[config.mk]
export PLATFORM = sky130hd
export DESIGN_NAME = fifo_18_tx_serializer
export DESIGN_NICKNAME = d
export VERILOG_FILES = /design/src/rtl/fifo_18_tx_serializer.sv
export SDC_FILE = /design/constraint.sdc
export NUM_CORES = 1
export LEC_CHECK = 0
export BUFFER_PORTS_ARGS = -buffer_cell sky130_fd_sc_hd__buf_2
export CAP_MARGIN = 0
export CORE_UTILIZATION = 36
export CTS_CLUSTER_DIAMETER = 150
export CTS_CLUSTER_SIZE = 8
export DETAILED_ROUTE_END_ITERATION = 6
export GPL_TIMING_DRIVEN = 0
export PLACE_DENSITY_LB_ADDON = 0.3
export SLEW_MARGIN = 5
export SYNTH_ARGS = -nofsm -noshare
export SYNTH_HDL_FRONTEND = slang
export SYNTH_SLANG_ARGS = --single-unit
[constraint.sdc]
create_clock -name clk -period 5 [get_ports clk]
set_clock_uncertainty 0.1 [all_clocks]
set_input_delay 1 -clock clk [delete_from_list [all_inputs] [get_ports clk]]
set_output_delay 1 -clock clk [all_outputs]
set_load 0.1 [all_outputs]
[src/rtl/fifo_18_tx_serializer.sv]
// Reads 48-bit words from the fifo_18 read port and sends them to a byte transmitter, most significant byte first.
// An optional sync byte goes before each word. This block absorbs the FIFO's one-cycle registered read latency.
module fifo_18_tx_serializer #(
    parameter int                    WORD_WIDTH = 48,
    parameter int                    BYTE_WIDTH = 8,
    parameter bit                    SYNC_EN    = 1'b1,
    parameter logic [BYTE_WIDTH-1:0] SYNC_BYTE  = 8'hA5,
    parameter int                    CNT_WIDTH  = 16
) (
    input  logic                  clk,
    input  logic                  rst,
    input  logic                  enable,
    input  logic                  fifo_empty,
    input  logic [WORD_WIDTH-1:0] fifo_data,
    output logic                  fifo_rd_en,
    output logic [BYTE_WIDTH-1:0] tx_data,
    output logic                  tx_valid,
    input  logic                  tx_ready,
    output logic                  busy,
    output logic [CNT_WIDTH-1:0]  word_cnt
);

    localparam int NBYTES = WORD_WIDTH / BYTE_WIDTH;
    localparam int IDX_W  = (NBYTES > 1) ? $clog2(NBYTES) : 1;
    localparam logic [IDX_W-1:0] LAST_IDX = IDX_W'(NBYTES - 1);

    typedef enum logic [2:0] {
        S_IDLE      = 3'd0,
        S_POP       = 3'd1,
        S_LATCH     = 3'd2,
        S_SEND_SYNC = 3'd3,
        S_SEND      = 3'd4
    } state_t;

    state_t                  state_q, state_d;
    logic [WORD_WIDTH-1:0]   shift_q, shift_d;
    logic [IDX_W-1:0]        idx_q, idx_d;
    logic [BYTE_WIDTH-1:0]   tx_data_q, tx_data_d;
    logic                    tx_valid_q, tx_valid_d;
    logic                    rd_en_q, rd_en_d;
    logic                    busy_q, busy_d;
    logic [CNT_WIDTH-1:0]    word_cnt_q, word_cnt_d;
    logic                    hs_s;
    logic                    can_pop_s;

    assign hs_s      = tx_valid_q && tx_ready;
    assign can_pop_s = enable && !fifo_empty;

    // Next-state and next-output logic; every output is registered from here.
    always_comb begin
        state_d    = state_q;
        shift_d    = shift_q;
        idx_d      = idx_q;
        tx_data_d  = tx_data_q;
        tx_valid_d = tx_valid_q;
        word_cnt_d = word_cnt_q;
        case (state_q)
            S_IDLE: begin
                if (can_pop_s) begin
                    state_d = S_POP;
                end else begin
                    state_d = S_IDLE;
                end
            end
            S_POP: begin
                state_d = S_LATCH;
            end
            S_LATCH: begin
                tx_valid_d = 1'b1;
                idx_d      = {IDX_W{1'b0}};
                if (SYNC_EN) begin
                    shift_d   = fifo_data;
                    tx_data_d = SYNC_BYTE;
                    state_d   = S_SEND_SYNC;
                end else begin
                    tx_data_d = fifo_data[WORD_WIDTH-1 -: BYTE_WIDTH];
                    shift_d   = {fifo_data[WORD_WIDTH-BYTE_WIDTH-1:0], {BYTE_WIDTH{1'b0}}};
                    state_d   = S_SEND;
                end
            end
            S_SEND_SYNC: begin
                if (hs_s) begin
                    tx_data_d = shift_q[WORD_WIDTH-1 -: BYTE_WIDTH];
                    shift_d   = {shift_q[WORD_WIDTH-BYTE_WIDTH-1:0], {BYTE_WIDTH{1'b0}}};
                    idx_d     = {IDX_W{1'b0}};
                    state_d   = S_SEND;
                end else begin
                    state_d = S_SEND_SYNC;
                end
            end
            S_SEND: begin
                if (hs_s && (idx_q != LAST_IDX)) begin
                    tx_data_d = shift_q[WORD_WIDTH-1 -: BYTE_WIDTH];
                    shift_d   = {shift_q[WORD_WIDTH-BYTE_WIDTH-1:0], {BYTE_WIDTH{1'b0}}};
                    idx_d     = idx_q + IDX_W'(1);
                end else if (hs_s) begin
                    // Last byte accepted. Go straight back to POP if more work is waiting.
                    word_cnt_d = word_cnt_q + CNT_WIDTH'(1);
                    tx_valid_d = 1'b0;
                    if (can_pop_s) begin
                        state_d = S_POP;
                    end else begin
                        state_d = S_IDLE;
                    end
                end else begin
                    state_d = S_SEND;
                end
            end
            default: begin
                state_d    = S_IDLE;
                tx_valid_d = 1'b0;
            end
        endcase
        rd_en_d = (state_d == S_POP);
        busy_d  = (state_d != S_IDLE);
    end

    // State and output registers.
    always_ff @(posedge clk or posedge rst) begin
        if (rst) begin
            state_q    <= S_IDLE;
            shift_q    <= {WORD_WIDTH{1'b0}};
            idx_q      <= {IDX_W{1'b0}};
            tx_data_q  <= {BYTE_WIDTH{1'b0}};
            tx_valid_q <= 1'b0;
            rd_en_q    <= 1'b0;
            busy_q     <= 1'b0;
            word_cnt_q <= {CNT_WIDTH{1'b0}};
        end else begin
            state_q    <= state_d;
            shift_q    <= shift_d;
            idx_q      <= idx_d;
            tx_data_q  <= tx_data_d;
            tx_valid_q <= tx_valid_d;
            rd_en_q    <= rd_en_d;
            busy_q     <= busy_d;
            word_cnt_q <= word_cnt_d;
        end
    end

    assign fifo_rd_en = rd_en_q;
    assign tx_data    = tx_data_q;
    assign tx_valid   = tx_valid_q;
    assign busy       = busy_q;
    assign word_cnt   = word_cnt_q;

endmodule

Yosys cells after proc, flatten, opt, wreduce, memory -nomap -nowiden

Index checks and enable logic that the tools add are counted.
W data, S select, Z words.

Logic and storage cells: 50
Output and inout port bits: 27
Flip-flop bits (word level): 81
Input port bits: 53

Add/sub/neg operators: 2
Reduce and logical (&&, ||, !) cells: 11
Muxes and demuxes: 17
Bitwise gates (word level): 2
Eq/ne operators: 10

Operator list:

| operator                | number |
|---|---|
| $pmux W48 S3            | 1 |
| $mux W48                | 2 |
| $pmux W8 S3             | 1 |
| $add A16 B1 Y16 const B | 1 |
| $mux W8                 | 2 |
| $mux W3                 | 5 |
| $pmux W3 S5             | 1 |
| $pmux W3 S3             | 1 |
| $reduce_and A3 Y1       | 3 |
| $ne A2 B2 Y1 const B    | 4 |
| $eq A3 B1 Y1 const B    | 2 |
| $eq A3 B2 Y1 const B    | 2 |
| $reduce_bool A3 Y1      | 2 |
| $add A3 B1 Y3 const B   | 1 |
| $eq A3 B3 Y1 const B    | 1 |
| $logic_and A1 B1 Y1     | 3 |
| $logic_not A3 Y1        | 1 |
| $mux W1                 | 3 |
| $ne A3 B3 Y1 const B    | 1 |
| $pmux W1 S3             | 1 |
| $reduce_or A3 Y1        | 1 |
| $not A1 Y1              | 2 |
| $logic_not A1 Y1        | 1 |

Longest topological paths before layout

Depth after elaboration: 7
Depth in mapped cells: 8
Mapped depth without buffers: 6

Worst setup path after synthesis

OpenSTA, ideal clock, no wires.

Kind: register to register
Start point: register tx_valid_q, in the netlist tx_valid
End point: register shift_q[27]
Period minus slack after synthesis: 2.698 ns
Arrival time: 2.473 ns
Stages on the path, launching flop included: 7
Required time: 4.775 ns
Setup slack: 2.302 ns
Library setup time: 0.125 ns
Buffers on the path: 2
Cell sequence: dfrtp_1 -> nand2_1 -> nand2_1 -> a21boi_0 -> clkbuf_1 -> buf_1 -> mux2_2

Longest elaborated chain between the ends: 4
Elaborated cells between the ends (all ways): 5
Classes of those cells: eq/ne (2); reduce/logical (3)

RTL lines:

| item                          | line | text |
|---|---|---|
| start, declared               | 39   | `logic tx_valid_q, tx_valid_d;` |
| start signal, assigned        | 134  | `tx_valid_q <= tx_valid_d;` |
| $logic_and A1 B1 Y1 *         | 46   | `assign hs_s = tx_valid_q && tx_ready;` |
| $logic_and A1 B1 Y1           | 92   | `if (hs_s && (idx_q != LAST_IDX)) begin` |
| $ne A2 B2 Y1 (no line)        | n/a  |  |
| $reduce_and A3 Y1 (no line) * | n/a  |  |
| end signal, assigned          | 122  | `shift_q <= {WORD_WIDTH{1'b0}};` |
| end signal, assigned          | 131  | `shift_q <= shift_d;` |
| end, declared                 | 36   | `logic [WORD_WIDTH-1:0] shift_q, shift_d;` |

Mark *: on every way between the ends. The rest lies on a longest branch, timed or not.
A chain may end at the register's enable or synchronous reset.

Worst setup path after layout

Start point: input tx_ready
End point: register shift_q[28]

Longest elaborated chain between the ends: 4
Elaborated cells between the ends (all ways): 5
Classes of those cells: eq/ne (2); reduce/logical (3)

RTL lines:

| item                          | line | text |
|---|---|---|
| start, declared               | 18   | `input logic tx_ready,` |
| $logic_and A1 B1 Y1 *         | 46   |  |
| $logic_and A1 B1 Y1           | 92   |  |
| $ne A2 B2 Y1 (no line)        | n/a  |  |
| $reduce_and A3 Y1 (no line) * | n/a  |  |

Marks and branches as above.

==> impl_metrics.toml <==
[status]
outcome = "finished, final reports clean"

[cts]
cts-resized-gates = 0
clock_latency_ps = 350
holdBufCountCts = 0
cts_root_buf = "clkbuf_8"
cts_tree = "yes"
cts-buffers-inserted = 9
path_clk_slew_ps = 90
clockBufferDepth = 2
htree_levels = 3
cts_sinks = 81
postCtsSetupBuffers = 0

[grt]
antenna_found_initial = 1
grt.overflow.total = 0
grt_pass1_wl_um = 13300
grt_max_degree = 59
grtUsageTotal = 0.156
grt_pass1_vias = 2773

[worst_hold_path]
worstHoldStart = "word_cnt[15]"
hold_path.class = "reg -> reg"
holdPathEnd = "word_cnt[15]"
whs_path_depth = 1

[route]
vias = 2566
via_per_inst = 4.81
drc = 0
postRouteAntennaNets = 0
dr.pass1.iters = 4
drt_wl_total_um = 7880
initialDrtViolationCount = 62
wl_per_cell_um = 14.8

[finish]
num-nets-final = 450
drive_above_1_share = 0.472
stdcell_count = 534
area_growth_pct = 20.2
num_antenna_cells = 0

[floorplan]
io_pins = 80
fp-row-count = 37
coreArea_sq_mm = 0.0103
dieArea_sq_mm = 0.0111
dieWidth_um = 105
die_h_um = 105
initial_utilization = 0.371

[logic_synthesis]
synthArstFlopShare = 1.00
yosys-top-cells-count = "dfrtp_1 (81), mux2_2 (80), nand2_1 (21), inv_1 (13), mux2i_1 (11)"
syn_area_sq_mm = 0.00383
yosysWarnings = 0
ys_ff_latch = 81
synth.most_common_cell = "dfrtp_1"
yosys.area.top_type = "dfrtp_1"
synth_area_leaders = "dfrtp_1 (53%), mux2_2 (24%), mux2i_1 (2.9%), nand2_1 (2.1%), xnor2_1 (1.8%)"
synth_area_per_cell_sq_um = 12.6
synth_cells = 303
synth_top_area_frac = 0.529
synth-seq-area-share = 0.529
synth_fp_nets = 359
ys.flop_type = "dfrtp_1"
synth_edf_count = 0
synth_cell_types = 39

[setup_path]
worstPathCellList = "buf_2 -> nand2_1 -> nand2_1 -> a21boi_0 -> clkbuf_1 -> buf_1 -> mux2_2"
reg2reg_setup_slack_ps = 2410
worst_setup_path_end_kind = "register"
ff2ff_path_depth = 7
worstPathMaxFanout = 10
start_kind = "primary input"
crit_top_cell = "nand2_1"
r2r_end = "shift_q[28]"
path_class = "in -> reg"
r2r-start = "state_q[0]"
crit_path_max_incr_delay_ps = 490
worstPathArrival_ps = 2780
required_ps = 5140
cp_slowest_cell = "buf_1"
startpoint = "tx_ready"

[timing]
finalSetupTns_ps = 0
fmaxAchievable_mhz = 379
final.min_clock_period_ps = 2640
post-route-period-util = 0.528
setup_viol = 0
tightest_slew_ps = 1030
slew-limit-headroom = 0.310
hold_viol = 0
fin_hold_ws_ps = 373
drv_slew = 0
grt_setup_unrepaired = "false"

[power]
p_switching_mw = 1.09
power.density_mw_per_mm2 = 617
combPwrFrac = 0.482
leakage_nw = 2.19
vdd_drop_max_v = 0.000299
clockPowerShare = 0.156
seq_power_share = 0.362
switching_share = 0.384
total_power_mw = 2.84
intPower_mw = 1.75

[place]
post-dp-hpwl_um = 5650
gp_congestion = 0.752
dp.cells = 519
io_buffers = 79

[run]
maxCapViolCount = 0
[metrics by stage]
stage / instance area (sq um) / setup slack, ps / utilization
CTS: 4600 / 2340 / 0.446
finish: 4600 / 2360 / 0.446
global placement: 4400 / 777 / 0.426
global route: 4600 / 2070 / 0.446
floorplan: 3830 / 1820 / -
detailed placement: 4430 / 1950 / 0.429
[power groups by stage]
stage | Combinational (mW) | Clock (mW) | Sequential, mW
5_1_grt | 1.49 | 0.485 | 1.06
3_5_place_dp | 1.39 | 0 | 1.05
3_3_place_gp | 1.36 | 0 | 1.04
2_1_floorplan | 0.931 | 0 | 1.22
6_report | 1.37 | 0.443 | 1.03
4_1_cts | 1.40 | 0.466 | 1.03
[cell type report]
type                    instances  area, sq um
inverters                      13         51.3
repair buffers                 80          423
well taps                     136          170
plain buffers                  16         86.3
fillers                       976         5720
multi-input cells             193         1670
clock inverters                 5         40.0
flip-flops and latches         81         2030
clock buffers                  10          138
[per-layer routing]
metal | GRT usage | vias up | share of wire
met4 | 0.0483 | 2 | 0.0083
li1 | - | 1245 | -
met1 | 0.190 | 1239 | 0.45
met5 | 0 | - | 0.0017
met3 | 0.0549 | 8 | 0.067
met2 | 0.258 | 72 | 0.47
[critical path: cells and delay by family]
kind	cells	cell delay, ps
buf+inv	3	960
compound gates	1	170
simple gates	2	240
mux	1	400
[logic make-up (layout without fill, tap and decap cells)]
| logic type | Yosys count | count (layout) | share of synthesized area |
|---|---|---|---|
| adder cells (fa/ha/maj) | 3 | 3 | 0.00980 |
| XOR/XNOR | 15 | 15 | 0.0343 |
| buffers and inverters | 29 | 124 | 0.0353 |
| AND/OR/NAND/NOR | 67 | 67 | 0.0931 |
| multiplexers | 91 | 91 | 0.264 |
| flip-flops | 81 | 81 | 0.529 |
| AO/OA/AOI/OAI | 17 | 17 | 0.0343 |
[layout by cell type (no fill, tap or decap), drive strengths merged, types with 7 or more instances in the layout]
master and count:
xnor2 8, nand3 9, buf 90, nand2 21, mux2i 11, dfrtp 81
nor2 10, inv 14, xor2 7, mux2 80, clkbuf 16
[flip-flops by register name, summed over array words and instances, names as in the netlist]
signal / count
fifo_rd_en: 1
word_cnt: 16
busy: 1
tx_valid: 1
shift_q: 48
idx_q: 3
state_q: 3
tx_data: 8
[how the worst max path moves through the flow]
stage	slack [ps]	end
6_report	2360	shift_q[28]
5_1_grt	2070	shift_q[28]
4_1_cts	2340	shift_q[28]
3_5_place_dp	1950	shift_q[29]
3_3_place_gp	780	shift_q[0]
2_1_floorplan	1820	busy
Power figures use the tool's default switching activity.
